### src/rtl/mem_wb_buffer.sv
// Writeback buffer between the data-memory unit and the CDB arbiter.
// Show-ahead FIFO of completed memory ops with valid/grant pop, almost-full stall and flush.
module mem_wb_buffer #(
  parameter int unsigned DEPTH    = 4,
  parameter int unsigned ROB_BITS = 4
) (
  input  logic                      clk,
  input  logic                      rst,
  input  logic [ROB_BITS:0]         MEMU_ROBEN,
  input  logic [31:0]               MEMU_Result,
  input  logic                      MEMU_invalid_address,
  input  logic                      flush,
  input  logic                      CDB_grant,
  output logic                      WB_valid,
  output logic [ROB_BITS:0]         WB_ROBEN,
  output logic [31:0]               WB_Result,
  output logic                      WB_Exception,
  output logic                      WB_stall,
  output logic [$clog2(DEPTH):0]    WB_count,
  output logic                      WB_overflow
);

  localparam int unsigned PtrW = $clog2(DEPTH);
  localparam int unsigned CntW = PtrW + 1;

  logic [ROB_BITS:0] tag_q [DEPTH];
  logic [31:0]       data_q[DEPTH];
  logic              exc_q [DEPTH];

  logic [PtrW-1:0] wr_ptr_q, wr_ptr_d;
  logic [PtrW-1:0] rd_ptr_q, rd_ptr_d;
  logic [CntW-1:0] count_q, count_d;
  logic            ovf_q, ovf_d;

  logic        push_req, full, head_valid, do_pop, do_push, drop;
  logic [31:0] push_data;

  assign push_req   = (MEMU_ROBEN != '0);
  assign head_valid = (count_q != '0);
  assign full       = (count_q == CntW'(DEPTH));
  assign do_pop     = head_valid & CDB_grant & ~flush;
  // A full buffer still accepts a push when the head leaves on the same edge.
  assign do_push    = push_req & ~flush & (~full | do_pop);
  assign drop       = push_req & ~flush & full & ~do_pop;
  assign push_data  = MEMU_invalid_address ? 32'd0 : MEMU_Result;

  always_comb begin
    wr_ptr_d = wr_ptr_q;
    rd_ptr_d = rd_ptr_q;
    count_d  = count_q;
    ovf_d    = ovf_q;
    if (flush) begin
      wr_ptr_d = '0;
      rd_ptr_d = '0;
      count_d  = '0;
    end else begin
      if (do_push) wr_ptr_d = wr_ptr_q + PtrW'(1);
      if (do_pop)  rd_ptr_d = rd_ptr_q + PtrW'(1);
      if (do_push && !do_pop) begin
        count_d = count_q + CntW'(1);
      end else if (do_pop && !do_push) begin
        count_d = count_q - CntW'(1);
      end
      if (drop) ovf_d = 1'b1;
    end
  end

  always_ff @(posedge clk or negedge rst) begin
    if (!rst) begin
      wr_ptr_q <= '0;
      rd_ptr_q <= '0;
      count_q  <= '0;
      ovf_q    <= 1'b0;
    end else begin
      wr_ptr_q <= wr_ptr_d;
      rd_ptr_q <= rd_ptr_d;
      count_q  <= count_d;
      ovf_q    <= ovf_d;
    end
  end

  always_ff @(posedge clk or negedge rst) begin
    if (!rst) begin
      for (int i = 0; i < DEPTH; i++) begin
        tag_q[i]  <= '0;
        data_q[i] <= '0;
        exc_q[i]  <= 1'b0;
      end
    end else if (do_push) begin
      tag_q[wr_ptr_q]  <= MEMU_ROBEN;
      data_q[wr_ptr_q] <= push_data;
      exc_q[wr_ptr_q]  <= MEMU_invalid_address;
    end
  end

  always_comb begin
    WB_valid     = head_valid;
    WB_ROBEN     = head_valid ? tag_q[rd_ptr_q]  : '0;
    WB_Result    = head_valid ? data_q[rd_ptr_q] : '0;
    WB_Exception = head_valid ? exc_q[rd_ptr_q]  : 1'b0;
    WB_stall     = (count_q >= CntW'(DEPTH - 1));
    WB_count     = count_q;
    WB_overflow  = ovf_q;
  end

endmodule

### config.mk
export PLATFORM = sky130hd
export DESIGN_NAME = mem_wb_buffer
export DESIGN_NICKNAME = d
export VERILOG_FILES = /design/src/rtl/mem_wb_buffer.sv
export SDC_FILE = /design/constraint.sdc
export NUM_CORES = 1
export LEC_CHECK = 0
export ABC_AREA = 1
export CORE_UTILIZATION = 55
export DETAILED_ROUTE_END_ITERATION = 8
export PLACE_DENSITY = 0.76
export SYNTH_ARGS = -nofsm -noshare
export SYNTH_HDL_FRONTEND = slang
export SYNTH_SLANG_ARGS = --single-unit
### constraint.sdc
create_clock -name clk -period 2.1 [get_ports clk]
set_input_delay 0.63 -clock clk [delete_from_list [all_inputs] [get_ports clk]]
set_output_delay 0.63 -clock clk [all_outputs]
set_load 0.01 [all_outputs]
==> impl_metrics.py <==
metrics = {
    "route": {
        "avgViaCountPerCell": 5.40,
        "firstDrtPassIters": 5,
        "drtIter0Drc": 620,
        "ant_nets": 0,
        "vias": 6970,
        "routed_wl_um": 20900,
        "drc_errors": 0,
        "wl_per_cell_um": 16.2,
    },
    "layout": {
        "fin_area_um2": 10100,
        "fin_nets": 1147,
        "diodes": 0,
        "multi_input_area_um2": 3250,
        "register_area_um2": 4010,
        "instances_no_fill": 1291,
        "areaGrowthSynthToFinish_pct": 29.5,
        "fillerInstances": 1022,
        "drive_gt1_share_pct": 21.7,
    },
    "logic_synthesis": {
        "yosysTopAreaCell": "dfrtp_1",
        "synth_top_family_by_area": "compound AO/OA/AOI/OAI gates",
        "yosys.area_share.xor_xnor_pct": 0.112,
        "post-synth-top-area-fraction_pct": 51.4,
        "yosys_warnings": 0,
        "yosysSeqAreaShare_pct": 51.4,
        "synth_fp_nets": 1036,
        "synthSimpleGateAreaFrac_pct": 18.4,
        "netlist_area_um2": 7790,
        "avgSynthCellArea_um2": 7.88,
        "synthCells": 989,
        "synthAdderAreaFrac_pct": 0.899,
        "synth-seq-cells": 160,
        "ys_top_cells_by_area": "dfrtp_1 (51%), nand2_1 (11%), a21oi_1 (8.9%)",
        "synthMuxAreaShare_pct": 0,
        "synth-compound-area-share_pct": 19.2,
        "synthDistinctLibCells": 23,
    },
    "die": {
        "die_y_um": 121,
        "dieArea_um2": 14600,
        "core_um2": 13800,
        "fp.dieW_um": 121,
        "ios": 86,
        "initial_core_util_pct": 56.4,
        "row_count": 43,
    },
    "power_and_ir_drop": {
        "power_leakage_nw": 5.19,
        "powerDensity_nw_per_um2": 1450,
        "vdd.ir_drop.worst_v": 0.00101,
        "power_mw": 14.6,
    },
    "worst_setup_path": {
        "worstSetupStartpointType": "register",
        "cp.required_ps": 1470,
        "path_max_fanout": 19,
        "critPathKind": "reg2out",
        "path_cells": "buf_12 -> buf_16 -> a21oi_2 -> o21ai_2 -> a21oi_2 -> buf_2",
        "cpMaxStageDelayCell": "dfrtp_2",
        "cp-end-kind": "output pin",
        "arrival_ps": 1810,
        "path_common_cell": "a21oi_2",
        "max_stage_delay_ps": 450,
    },
    "global_routing": {
        "grt_use_total_pct": 29.8,
        "grt_first_pass_wirelength_um": 33900,
        "grt_pass1_vias": 6768,
        "grt-ovfl-total": 0,
        "grt_max_degree": 48,
        "antenna_found_initial": 0,
    },
    "timing": {
        "tightest_slew_ps": 493,
        "setup_tns_ps": -9940,
        "setup_viol": 38,
        "rsz0062_at_grt": "yes",
        "fin_crit_ps": 2440,
        "setup_ws_ps": -341,
        "period_share_pct": 116,
        "max_freq_mhz": 410,
        "hold_viol": 0,
        "drv_slew": 0,
        "max-slew-margin-rel_pct": 67.1,
        "fin_worst_skew_ps": 6.52,
    },
    "clocking": {
        "clk_latency_ps": 430,
        "hold_buffers": 0,
        "clk_pin_slew_ps": 60,
        "cts.sinks": 160,
        "cts_max_level": 4,
        "cts_tree": "yes",
        "clockBufferDepth": 2,
        "cts_root_buf": "clkbuf_16",
        "cts-buffers-inserted": 17,
    },
    "placed_design": {
        "preCtsSetupSlack_ps": -383,
        "post-dp-hpwl_um": 12700,
        "dp.cells": 1253,
        "routabilityCongestion": 0.797,
        "numPortBuffers": 85,
        "placed_area_um2": 9280,
    },
    "outcome": {
        "status": "complete, but fails checks",
        "violations": "setup timing",
    },
    "flow_run": {
        "drv_cap": 0,
    },
    "worst_hold_path": {
        "min_path_type": "in2async",
    },
}
[sequential cells by signal (all words and copies together) (netlist names)]
signal	cells
WB_overflow	1
tag_q	20
exc_q	4
rd_ptr_q	2
data_q	128
wr_ptr_q	2
WB_count	3
[cell families after synthesis]
logic type	Yosys count
fa+ha+maj	5
compound gates	276
xor+xnor	1
simple gates	368
buf+inv	179
flops	160
[routing by layer]
layer  up-vias  track usage [%]  wire length, µm
met5         -                0                0
met4         0             9.65              329
met1      3350             39.2             9190
met3        28             6.20             1120
met2       253             49.4            10300
li1       3339                -                -
[critical path: cells and delay by family, from the launching register on]
family | cells | cell delay, ps
AOI/OAI and AO/OA | 3 | 430
DFF | 1 | 450
buffers and inverters | 3 | 490
[cell usage after synthesis]
master / number
nand4_1: 1
nand2_1: 229
nor2_2: 1
o21ai_1: 12
nand2_2: 5
inv_1: 111
dfrtp_1: 160
nor2_4: 1
buf_2: 27
a21oi_1: 139
ha_1: 4
buf_6: 10
fa_1: 1
inv_2: 6
xnor2_1: 1
nor2_8: 1
a21oi_2: 30
o21ai_0: 94
a31o_2: 1
nand3_1: 7
buf_1: 7
nor2_1: 123
clkbuf_1: 18
[placed cells by master (no fill, tap or decap), types with 5 or more instances in the layout]
cell type and instances:
nand2_1 229, dfrtp_1 158, nor2_1 122, inv_1 109, a21oi_1 94, a21oi_2 72, o21ai_1 57, clkdlybuf4s50_1 43
o21ai_0 39, buf_2 38, buf_4 35, buf_12 23, clkbuf_16 18, o21ai_2 10, inv_2 7, nand3_1 7
nand2_2 5, clkbuf_1 5
[per-stage QoR]
step / hold WS (ps) / util (%)
floorplan: 334 / -
global placement: 455 / 67.1
detailed placement: 456 / 67.1
CTS: 160 / 71.7
global route: 179 / 73.0
finish: 147 / 73.0
[power breakdown]
part / switching (mW) / internal, mW / total [mW]
registers: 0.631 / 4.52 / 5.15
clock network: 1.20 / 1.76 / 2.96
logic: 3.77 / 2.71 / 6.48
[final timing paths]
| check | start | endpoint | slack, ps | depth (start not counted) |
|---|---|---|---|---|
| min in group clk | WB_overflow | WB_overflow | 470 | 1 |
| worst max-delay path | rd_ptr_q[0] | WB_Result[22] | -340 | 6 |
| worst min-delay path | rst | data_q[49] | 150 | 1 |
| max in group asynchronous | rst | rd_ptr_q[1] | 1380 | 2 |
| worst min register to register | WB_overflow | WB_overflow | 470 | 1 |
| worst max register to register | WB_count[0] | WB_count[2] | 300 | 12 |
[layout make-up]
class / count / share of cell area (%)
clock buffer: 23 / 4.54
multi-input combinational: 650 / 32.2
clock inverter: 7 / 0.868
tap: 180 / 2.23
timing repair buffer: 154 / 16.0
sequential: 160 / 39.7
inverter: 117 / 4.48
[timing repair]
item / 4_1_cts / 5_1_grt
resized for setup: 241 / 53
cloned: 3 / 1
buffers inserted: 4 / 0
endpoints found under the setup margin: 40 / 41
pin swaps: 27 / 28
No activity file was read; power rests on OpenSTA's default activity.
